`src/rtl/fir_arb_pkg.sv`:
```
// Shared types and defaults for the FIR packet arbiter.
//   arb_state_t     : one-hot arbiter state encoding
//   ABORT_WORD_DFLT : default data of the synthetic terminating beat
package fir_arb_pkg;

    typedef enum logic [3:0] {
        IDLE  = 4'b0001,
        GRANT = 4'b0010,
        ABORT = 4'b0100,
        FLUSH = 4'b1000
    } arb_state_t;

    localparam logic [15:0] ABORT_WORD_DFLT = 16'hDEAD;

endpackage

```
`src/rtl/fir_pkt_arbiter_rr_pick.sv`:
```
// Combinational round-robin priority encoder.
//   req     : request vector, one bit per source
//   last    : index granted most recently; search starts just after it
//   gnt_idx : first requesting index after last, wrapping modulo NUM_CH
//   gnt_vld : high when any request is present
module rr_pick #(
    parameter int NUM_CH = 4,
    parameter int CW     = $clog2(NUM_CH)
) (
    input  logic [NUM_CH-1:0] req,
    input  logic [CW-1:0]     last,
    output logic [CW-1:0]     gnt_idx,
    output logic              gnt_vld
);

    logic [CW-1:0] idx;

    // Scan from the farthest offset down to the nearest so that the
    // closest requester after last is the one left standing.
    always_comb begin
        gnt_idx = '0;
        gnt_vld = 1'b0;
        idx     = '0;
        for (int k = NUM_CH; k >= 1; k--) begin
            idx = CW'((int'(last) + k) % NUM_CH);
            if (req[idx]) begin
                gnt_idx = idx;
                gnt_vld = 1'b1;
            end
        end
    end

endmodule

```
`src/rtl/fir_pkt_arbiter.sv`:
```
// Packet-level round-robin arbiter sharing one FIR filter between NUM_CH
// Avalon-ST sources. A granted packet passes through unchanged with no
// added latency; a stalled source is cut off by a watchdog, terminated
// with a synthetic eop beat carrying ABORT_WORD, and then drained.
//   clk, reset                       : clock, async active-high reset
//   in_valid/in_ready/in_sop/in_eop  : per-source Avalon-ST sinks
//   in_data                          : source i at [i*DATA_WIDTH +: DATA_WIDTH]
//   out_valid/out_ready/out_sop/out_eop/out_data : stream toward the FIR
//   out_channel                      : granted source, valid with out_valid
//   busy                             : arbiter not idle
//   timeout_err                      : pulse when the watchdog fires
//   drop_err                         : pulse when a stray beat is discarded
module fir_pkt_arbiter
    import fir_arb_pkg::*;
#(
    parameter int NUM_CH     = 4,
    parameter int DATA_WIDTH = 16,
    parameter int TIMEOUT    = 1024,
    parameter logic [DATA_WIDTH-1:0] ABORT_WORD = DATA_WIDTH'(ABORT_WORD_DFLT),
    localparam int CW        = $clog2(NUM_CH)
) (
    input  logic                         clk,
    input  logic                         reset,
    input  logic [NUM_CH-1:0]            in_valid,
    output logic [NUM_CH-1:0]            in_ready,
    input  logic [NUM_CH-1:0]            in_sop,
    input  logic [NUM_CH-1:0]            in_eop,
    input  logic [NUM_CH*DATA_WIDTH-1:0] in_data,
    output logic                         out_valid,
    output logic                         out_sop,
    output logic                         out_eop,
    output logic [DATA_WIDTH-1:0]        out_data,
    input  logic                         out_ready,
    output logic [CW-1:0]                out_channel,
    output logic                         busy,
    output logic                         timeout_err,
    output logic                         drop_err
);

    localparam int            WW      = $clog2(TIMEOUT + 1);
    localparam logic [WW-1:0] WD_LAST = WW'(TIMEOUT - 1);
    localparam logic [CW-1:0] LAST_CH = CW'(NUM_CH - 1);

    arb_state_t    state_q, state_d;
    logic [CW-1:0] grant_q, grant_d;
    logic [CW-1:0] last_q, last_d;
    logic [WW-1:0] wd_q, wd_d;

    logic [DATA_WIDTH-1:0] lane [NUM_CH];
    logic [DATA_WIDTH-1:0] g_data;
    logic                  g_valid, g_sop, g_eop;
    logic [CW-1:0]         req_idx, stray_idx;
    logic                  req_vld, stray_vld;
    logic [WW-1:0]         wd_inc;
    logic                  wd_last;

    for (genvar i = 0; i < NUM_CH; i++) begin : g_lane
        assign lane[i] = in_data[i*DATA_WIDTH +: DATA_WIDTH];
    end

    assign g_data  = lane[grant_q];
    assign g_valid = in_valid[grant_q];
    assign g_sop   = in_sop[grant_q];
    assign g_eop   = in_eop[grant_q];

    rr_pick #(.NUM_CH(NUM_CH), .CW(CW)) u_req_pick (
        .req     (in_valid & in_sop),
        .last    (last_q),
        .gnt_idx (req_idx),
        .gnt_vld (req_vld)
    );

    // Stray beats are discarded lowest index first: fixing last at the top
    // index makes the search start at 0.
    rr_pick #(.NUM_CH(NUM_CH), .CW(CW)) u_stray_pick (
        .req     (in_valid & ~in_sop),
        .last    (LAST_CH),
        .gnt_idx (stray_idx),
        .gnt_vld (stray_vld)
    );

    // Saturating watchdog increment.
    assign wd_inc  = (wd_q == '1) ? wd_q : wd_q + WW'(1);
    assign wd_last = (wd_q == WD_LAST);

    always_ff @(posedge clk or posedge reset) begin
        if (reset) begin
            state_q <= IDLE;
            grant_q <= '0;
            last_q  <= LAST_CH;
            wd_q    <= '0;
        end else begin
            state_q <= state_d;
            grant_q <= grant_d;
            last_q  <= last_d;
            wd_q    <= wd_d;
        end
    end

    always_comb begin
        state_d     = state_q;
        grant_d     = grant_q;
        last_d      = last_q;
        wd_d        = wd_q;
        in_ready    = '0;
        out_valid   = 1'b0;
        out_sop     = 1'b0;
        out_eop     = 1'b0;
        out_data    = '0;
        out_channel = '0;
        timeout_err = 1'b0;
        drop_err    = 1'b0;

        unique case (state_q)
            IDLE: begin
                if (stray_vld) begin
                    in_ready[stray_idx] = 1'b1;
                    drop_err            = 1'b1;
                end
                if (req_vld) begin
                    grant_d = req_idx;
                    wd_d    = '0;
                    state_d = GRANT;
                end
            end
            GRANT: begin
                out_valid         = g_valid;
                out_sop           = g_sop;
                out_eop           = g_eop;
                out_data          = g_data;
                out_channel       = grant_q;
                in_ready[grant_q] = out_ready;
                if (g_valid && out_ready) begin
                    wd_d = '0;
                    if (g_eop) begin
                        state_d = IDLE;
                        last_d  = grant_q;
                    end
                end else if (wd_last) begin
                    timeout_err = 1'b1;
                    state_d     = ABORT;
                end else begin
                    wd_d = wd_inc;
                end
            end
            ABORT: begin
                out_valid   = 1'b1;
                out_eop     = 1'b1;
                out_data    = ABORT_WORD;
                out_channel = grant_q;
                if (out_ready) begin
                    wd_d    = '0;
                    state_d = FLUSH;
                end
            end
            FLUSH: begin
                // Swallow the rest of the aborted packet, bounded in time in
                // case the source never delivers its eop.
                in_ready[grant_q] = 1'b1;
                if ((g_valid && g_eop) || wd_last) begin
                    state_d = IDLE;
                    last_d  = grant_q;
                end else begin
                    wd_d = wd_inc;
                end
            end
            default: state_d = IDLE;
        endcase

        busy = (state_q != IDLE);

        // Outputs read as zero for the whole time reset is held, including
        // the cycle in which it is first asserted.
        if (reset) begin
            in_ready    = '0;
            out_valid   = 1'b0;
            out_sop     = 1'b0;
            out_eop     = 1'b0;
            out_data    = '0;
            out_channel = '0;
            busy        = 1'b0;
            timeout_err = 1'b0;
            drop_err    = 1'b0;
        end
    end

endmodule

```
`config.mk`:
```
export PLATFORM = sky130hd
export DESIGN_NAME = fir_pkt_arbiter
export DESIGN_NICKNAME = d
export VERILOG_FILES = /design/src/rtl/fir_arb_pkg.sv /design/src/rtl/fir_pkt_arbiter_rr_pick.sv /design/src/rtl/fir_pkt_arbiter.sv
export SDC_FILE = /design/constraint.sdc
export NUM_CORES = 1
export LEC_CHECK = 0
export BUFFER_PORTS_ARGS = -buffer_cell sky130_fd_sc_hd__buf_4
export CAP_MARGIN = 20
export CORE_ASPECT_RATIO = 1.2
export CORE_MARGIN = 2
export CORE_UTILIZATION = 30
export CTS_CLUSTER_DIAMETER = 40
export DETAILED_ROUTE_END_ITERATION = 6
export PLACE_DENSITY_LB_ADDON = 0.2
export SETUP_SLACK_MARGIN = 0.15
export SLEW_MARGIN = 10
export SYNTH_ARGS = -nofsm -noshare
export SYNTH_HDL_FRONTEND = slang
export SYNTH_SLANG_ARGS = --single-unit
export TNS_END_PERCENT = 100
```
`constraint.sdc`:
```
create_clock -name clk -period 2.9 [get_ports clk]
set_input_delay 0.29 -clock clk [delete_from_list [all_inputs] [get_ports clk]]
set_output_delay 0.29 -clock clk [all_outputs]
set_load 0.03 [all_outputs]
```
==> results of run 1 <==
==> cell families (layout without fill, tap and decap cells) <==
group / after synthesis / after routing / synth area share, %
AOI/OAI and AO/OA: 65 / 65 / 24.6
xor gates and xnor gates: 1 / 1 / 0.420
adders and majority gates: 1 / 1 / 0.600
buffers and inverters: 19 / 123 / 4.86
DFF: 19 / 19 / 23.0
muxes: 23 / 23 / 22.6
and+or+nand+nor: 82 / 82 / 23.9
==> path summary, 6_finish.rpt <==
| check | cells past startpoint | endpoint | startpoint |
|---|---|---|---|
| setup / recovery | 6 | in_ready[2] | state_q[3] |
| hold / removal | 2 | wd_q[10] | reset |
| setup reg to reg | 5 | wd_q[7] | grant_q[0] |
| hold reg to reg | 1 | wd_q[0] | wd_q[0] |
| max in group asynchronous | 3 | state_q[0] | reset |
| min in group clk | 2 | state_q[2] | out_ready |
==> layout make-up <==
type	instances	area [µm²]
Sequential cell	19	479
Timing Repair Buffer	114	856
Fill cell	688	3750
Multi-Input combinational cell	172	1510
Inverter	5	18.8
Clock buffer	3	41.3
Clock inverter	1	5.00
Tap cell	87	109
==> state kept, by name, indices dropped and copies added (netlist names) <==
signal,count
grant_q,2
wd_q,11
last_q,2
state_q,4
==> power by group <==
group	leakage (nW)	internal, mW	switching (mW)
Clock	0.0255	0.0957	0.0963
Sequential	0.248	0.335	0.105
Combinational	1.04	0.633	0.628
==> stage by stage <==
stage | hold WS (ps) | area [µm²] | util (%) | setup slack [ps] | instances
after CTS | 117 | 3020 | 44.6 | 450 | 401
after detailed placement | 401 | 2970 | 43.9 | 745 | 397
after global routing | 136 | 3020 | 44.6 | 313 | 401
final | 108 | 3020 | 44.6 | 446 | 401
after global placement | 403 | 2970 | 43.9 | 726 | 397
after floorplan | 279 | 2080 | - | 454 | 210
==> worst max-delay path, stage by stage (launching register included) <==
cell and delay (ps):
dfrtp_1 580, nor4b_2 260, buf_4 180, a21oi_1 90, or3b_2 460, a21oi_1 150
buf_4 190
==> Yosys cell counts, types with 2 or more instances <==
library cell,count
mux4_2,19
nand2_1,17
dfrtp_1,16
o21a_1,16
nor2_1,13
a21oi_1,8
and3_1,8
a31oi_1,7
clkbuf_1,6
nand3_1,6
and2_1,5
inv_1,5
nand4_1,4
o31ai_1,4
or4_1,4
a21boi_1,3
a22o_1,3
buf_2,3
buf_6,3
dfstp_2,3
mux2_2,3
nand2b_1,3
nor2b_1,3
nor3_1,3
o21ai_0,3
or4b_4,3
a41o_1,2
a41oi_1,2
and4_1,2
nand3b_1,2
nor4b_1,2
nor4b_2,2
o22ai_1,2
==> per-layer routing <==
layer,vias to the layer above,GRT usage [%],share of wire [%]
met5,-,0,0
met4,0,5.93,2.9
met3,16,3.98,6.1
met2,83,35.4,53
met1,1090,21.3,38
li1,1055,-,-
==> reports/metrics.yaml, run 1 <==
cp.arrival_ps: 2160
start_util_pct: 30.8
drc: 0
io_buffers: 106
slew_headroom_pct: 62.5
cap_violations: 0
vdd_drop_max_mv: 0.274
synth_flop_cell: "dfrtp_1"
status: "complete, no violations"
core_area_um2: 6770
p_per_area_nw_per_um2: 627
io-pin-count: 107
synthArstFlopShare_pct: 100
cts_sinks: 19
worstSetupEndpointType: "output pin"
place.gp.congestion: 0.823
hold_violations: 0
clock_path_buffers: 2
dp_hpwl_mm: 5.72
setup_viol: 0
cts_tree: "done"
p_leak_nw: 1.31
ys_warn_count: 0
post_cts_resized: 0
fin_crit_ps: 2450
die_h_um: 95.3
overflow: 0
drt-total-wl_mm: 7.03
fin_skew_ps: 1.21
routed_via_density: 5.60
synthTopCellsByArea: "mux4_2 21%, dfrtp_1 19%, o21a_1 5.8%, dfstp_2 3.8%, nand2_1 3.1%"
final_common_cell: "buf_4"
yosys.area.top_type: "mux4_2"
worstSkewPairLatency_ps: 260
syn_nets: 290
max_freq_mhz: 408
ys_ff_latch: 19
grtUsageTotal_pct: 19.0
htreeDepth: 1
hold_path.class: "in -> async"
nets: 395
crit_type: "reg -> out"
grt_pass1_wl_mm: 11.5
ctsHoldBuffers: 0
drt_pass1_iterations: 4
synth_edf_count: 0
routedWlPerCell_um: 17.5
setup_tns_ps: 0
cts_buffers: 3
syn_inst: 210
rrSetupSlack_ps: 720
ys_types: 58
clkTransAtPathRegs_ps: 80
die-area_um2: 7630
antenna_found_initial: 0
yosysSeqAreaShare_pct: 23.0
cts_setup_buffers: 0
drt_iter0_markers: 80
dieWidth_um: 80.1
worst_pin_slew_ps: 557
n_antenna_cell: 0
drive_gt1_share_pct: 50.0
netlist.area_leader.share_pct: 20.5
total_power_mw: 1.89
drv_slew: 0
crit_required_ps: 2610
vias: 2244
syn_avg_cell_area_um2: 9.93
grt_max_degree: 23
critPathMaxFanout: 10
syn_area_um2: 2080
final_cell_mix: "114 x buf_4, 19 x mux4_2, 17 x nand2_1"
syn2layout_area_growth_pct: 44.8
detail-route-antenna-nets: 0
first_global_vias: 2355
start_kind: "flop"
fin_crit_sh_pct: 84.6
root_buffer: "clkbuf_8"
rsz0062_at_grt: "no"
fp-row-count: 33
Note: power is estimated with default switching activity, not from simulation.
==> run 2, diff against run 1 <==
==> constraint.sdc (replaced) <==
create_clock -name clk -period 2.2 [get_ports clk]
set_input_delay 0.22 -clock clk [delete_from_list [all_inputs] [get_ports clk]]
set_output_delay 0.22 -clock clk [all_outputs]
set_load 0.03 [all_outputs]
==> run 2 against run 1 <==
Non-clock buffer count increased by 38. Critical endpoint unchanged. Sequential share of layout area is 2.9 points lower. Highest routed layer unchanged. Utilization up 11 points. Global-route usage is 1.1 points higher. Power rose by 71%. Flip-flop and latch count unchanged. Largest power group unchanged. First-iteration DRC count rose by 48%.
==> reports/metrics.yaml, run 2 (synthesis gave the netlist of run 1 again) <==
vdd_drop_max_mv: 0.445  # +63%
clock_path_buffers: 2  # unchanged
cts_sinks: 19  # unchanged
switching_power_mw: 1.37  # +65%
final_cell_mix: "115 x buf_4, 30 x buf_6, 19 x mux4_2"
fin_crit_sh_pct: 99.9
fin_util_pct: 55.2  # +11 points
grt_util_met1_pct: 22.5  # +1.2 points
largest-register: "wd_q"
nets: 433  # +9.6%
drc: 0  # unchanged
start_util_pct: 30.8  # unchanged
pre_cts_slack_ps: 35.8  # -709 ps
routedWlPerCell_um: 19.0  # +8.3%
dieWidth_um: 80.1  # unchanged
io_buffers: 106  # unchanged
grt_pass1_wl_mm: 11.9  # +4.0%
slew_headroom_pct: 72.6  # +10 points
grtUsageTotal_pct: 20.0  # +1.1 points
n_antenna_cell: 0  # unchanged
p_per_area_nw_per_um2: 865  # +38%
start_kind: "flop"
fp-row-count: 33  # unchanged
p_comb_share_pct: 74.3  # +7.7 points
vias: 2425  # +8.1%
seq_power_share_pct: 17.7  # -5.5 points
placed_area_um2: 3080  # +3.5%
globalRouteMet3Util_pct: 4.26  # +0.28 points
nFillCells: 618  # -10%
cap_violations: 0  # unchanged
detail-route-antenna-nets: 0  # unchanged
htreeDepth: 1  # unchanged
place.gp.congestion: 0.844  # +2.5%
io-pin-count: 107  # unchanged
die_h_um: 95.3  # unchanged
drv_slew: 0  # unchanged
use_met2_pct: 38.5  # +3.1 points
worstSetupEndpointType: "output pin"
fin_skew_ps: 2.65  # +1.43 ps
drt_iter0_markers: 118  # +48%
largest_reg_flops: 11  # unchanged
hold_path.class: "in -> reg"
clkTransAtPathRegs_ps: 80  # about the same
reg2reg_from: "state_q[2]"
min_from: "out_ready"
fin_crit_ps: 2200
reg2reg_depth: 8  # +3
max_freq_mhz: 455
dp_hpwl_mm: 5.74  # +0.38%
p_leak_nw: 1.58  # +20%
antenna_found_initial: 0  # unchanged
cp.arrival_ps: 1980  # -180 ps
sw_frac_of_total_pct: 42.2  # -1.5 points
total_power_mw: 3.23  # +71%
setup_viol: 0  # unchanged
critPathMaxFanout: 5  # -5
core_area_um2: 6770  # unchanged
worst_pin_slew_ps: 408  # -149 ps
reg_top3: "wd_q: 11 flops, state_q: 4 flops"
layout_setup_ws_ps: 1.66  # -445 ps
hold_violations: 0  # unchanged
grt_busiest_layer: "met2"
status: "complete, no violations"
hold_path_depth: 2
crit_type: "reg -> out"
syn2layout_area_growth_pct: 79.3
overflow: 0  # unchanged
worstSkewPairLatency_ps: 260  # about the same
routed_via_density: 5.52  # -1.3%
root_buffer: "clkbuf_8"
p_clk_share_pct: 8.0  # -2.1 points
final_common_cell: "buf_4"
drt_pass1_iterations: 4  # unchanged
drive_gt1_share_pct: 67.3  # +17 points
min_to: "state_q[2]"
cts_tree: "done"
rsz0062_at_grt: "yes"
drt-total-wl_mm: 8.33  # +19%
cts_buffers: 3  # unchanged
first_global_vias: 2474  # +5.1%
reg2reg_to: "wd_q[4]"
finalInstanceArea_um2: 3740  # +24%
p_int_mw: 1.87  # +76%
grt_max_degree: 23  # unchanged
rrSetupSlack_ps: 10  # -710 ps
die-area_um2: 7630  # unchanged
crit_required_ps: 1980  # -630 ps
[run 2: changes by cell type in the layout (fill, tap and decap cells not counted), moves of 3 or more]
cell	previous run	this run
o21a_2	0	10
dfrtp_2	0	5
and3_4	0	3
a21oi_2	0	3
dfrtp_1	16	11
nand2_1	17	14
and3_1	8	5
a21oi_1	8	3
o21a_1	16	6
buf_6	0	30
buf_12	0	4
[run 2: layer usage]
layer	part of all wire, %	vias to the layer above
li1	-	1133
met1	36	1181
met2	56	103
met3	7.0	8
met4	0.86	0
met5	0	-
[run 2: worst max-delay path by stage]
stage,startpoint,endpoint,depth (start not counted)
floorplan,state_q[1],in_ready[2],5
global placement,state_q[1],wd_q[8],5
detailed placement,state_q[1],wd_q[2],5
CTS,state_q[1],out_valid,5
global route,state_q[0],in_ready[0],8
finish,state_q[2],in_ready[2],6
[run 2: what timing repair did]
action                                  CTS  global route
endpoints found under the hold margin     1             0
pin swaps                                13            18
hold buffers                              1             0
endpoints found under the setup margin   35            39
setup buffers                            20             9
cloned                                    0             2
resized for setup                        38            46
[run 2: critical path, stage by stage, from the launching register on]
cell and delay [ps]:
dfrtp_2 440, buf_12 140, or4b_4 550, nor2_4 150, nand3b_1 130, a21oi_4 160, buf_6 150
[run 2: area by class of cell]
class | instances | area, µm² | area share, %
inverters | 5 | 18.8 | 0.502
well taps | 87 | 109 | 2.91
multi-input cells | 172 | 1750 | 46.8
clock buffers | 4 | 45.0 | 1.21
flip-flops and latches | 19 | 485 | 13.0
repair buffers | 152 | 1330 | 35.6
[run 2: through the flow]
step                hold slack, ps  instances  TNS [ps]
finish                         240        439         0
global route                   249        439      -361
CTS                            233        428         0
detailed placement             223        403         0
global placement               219        403         0
floorplan                      209        210         0
[run 2: power by group through the flow]
| stage | combinational [mW] | sequential [mW] | clock, mW |
|---|---|---|---|
| 2_1_floorplan | 1.38 | 0.487 | 0 |
| 3_3_place_gp | 1.79 | 0.550 | 0 |
| 3_5_place_dp | 1.79 | 0.556 | 0 |
| 4_1_cts | 2.06 | 0.559 | 0.259 |
| 5_1_grt | 2.55 | 0.588 | 0.275 |
| 6_report | 2.40 | 0.573 | 0.258 |
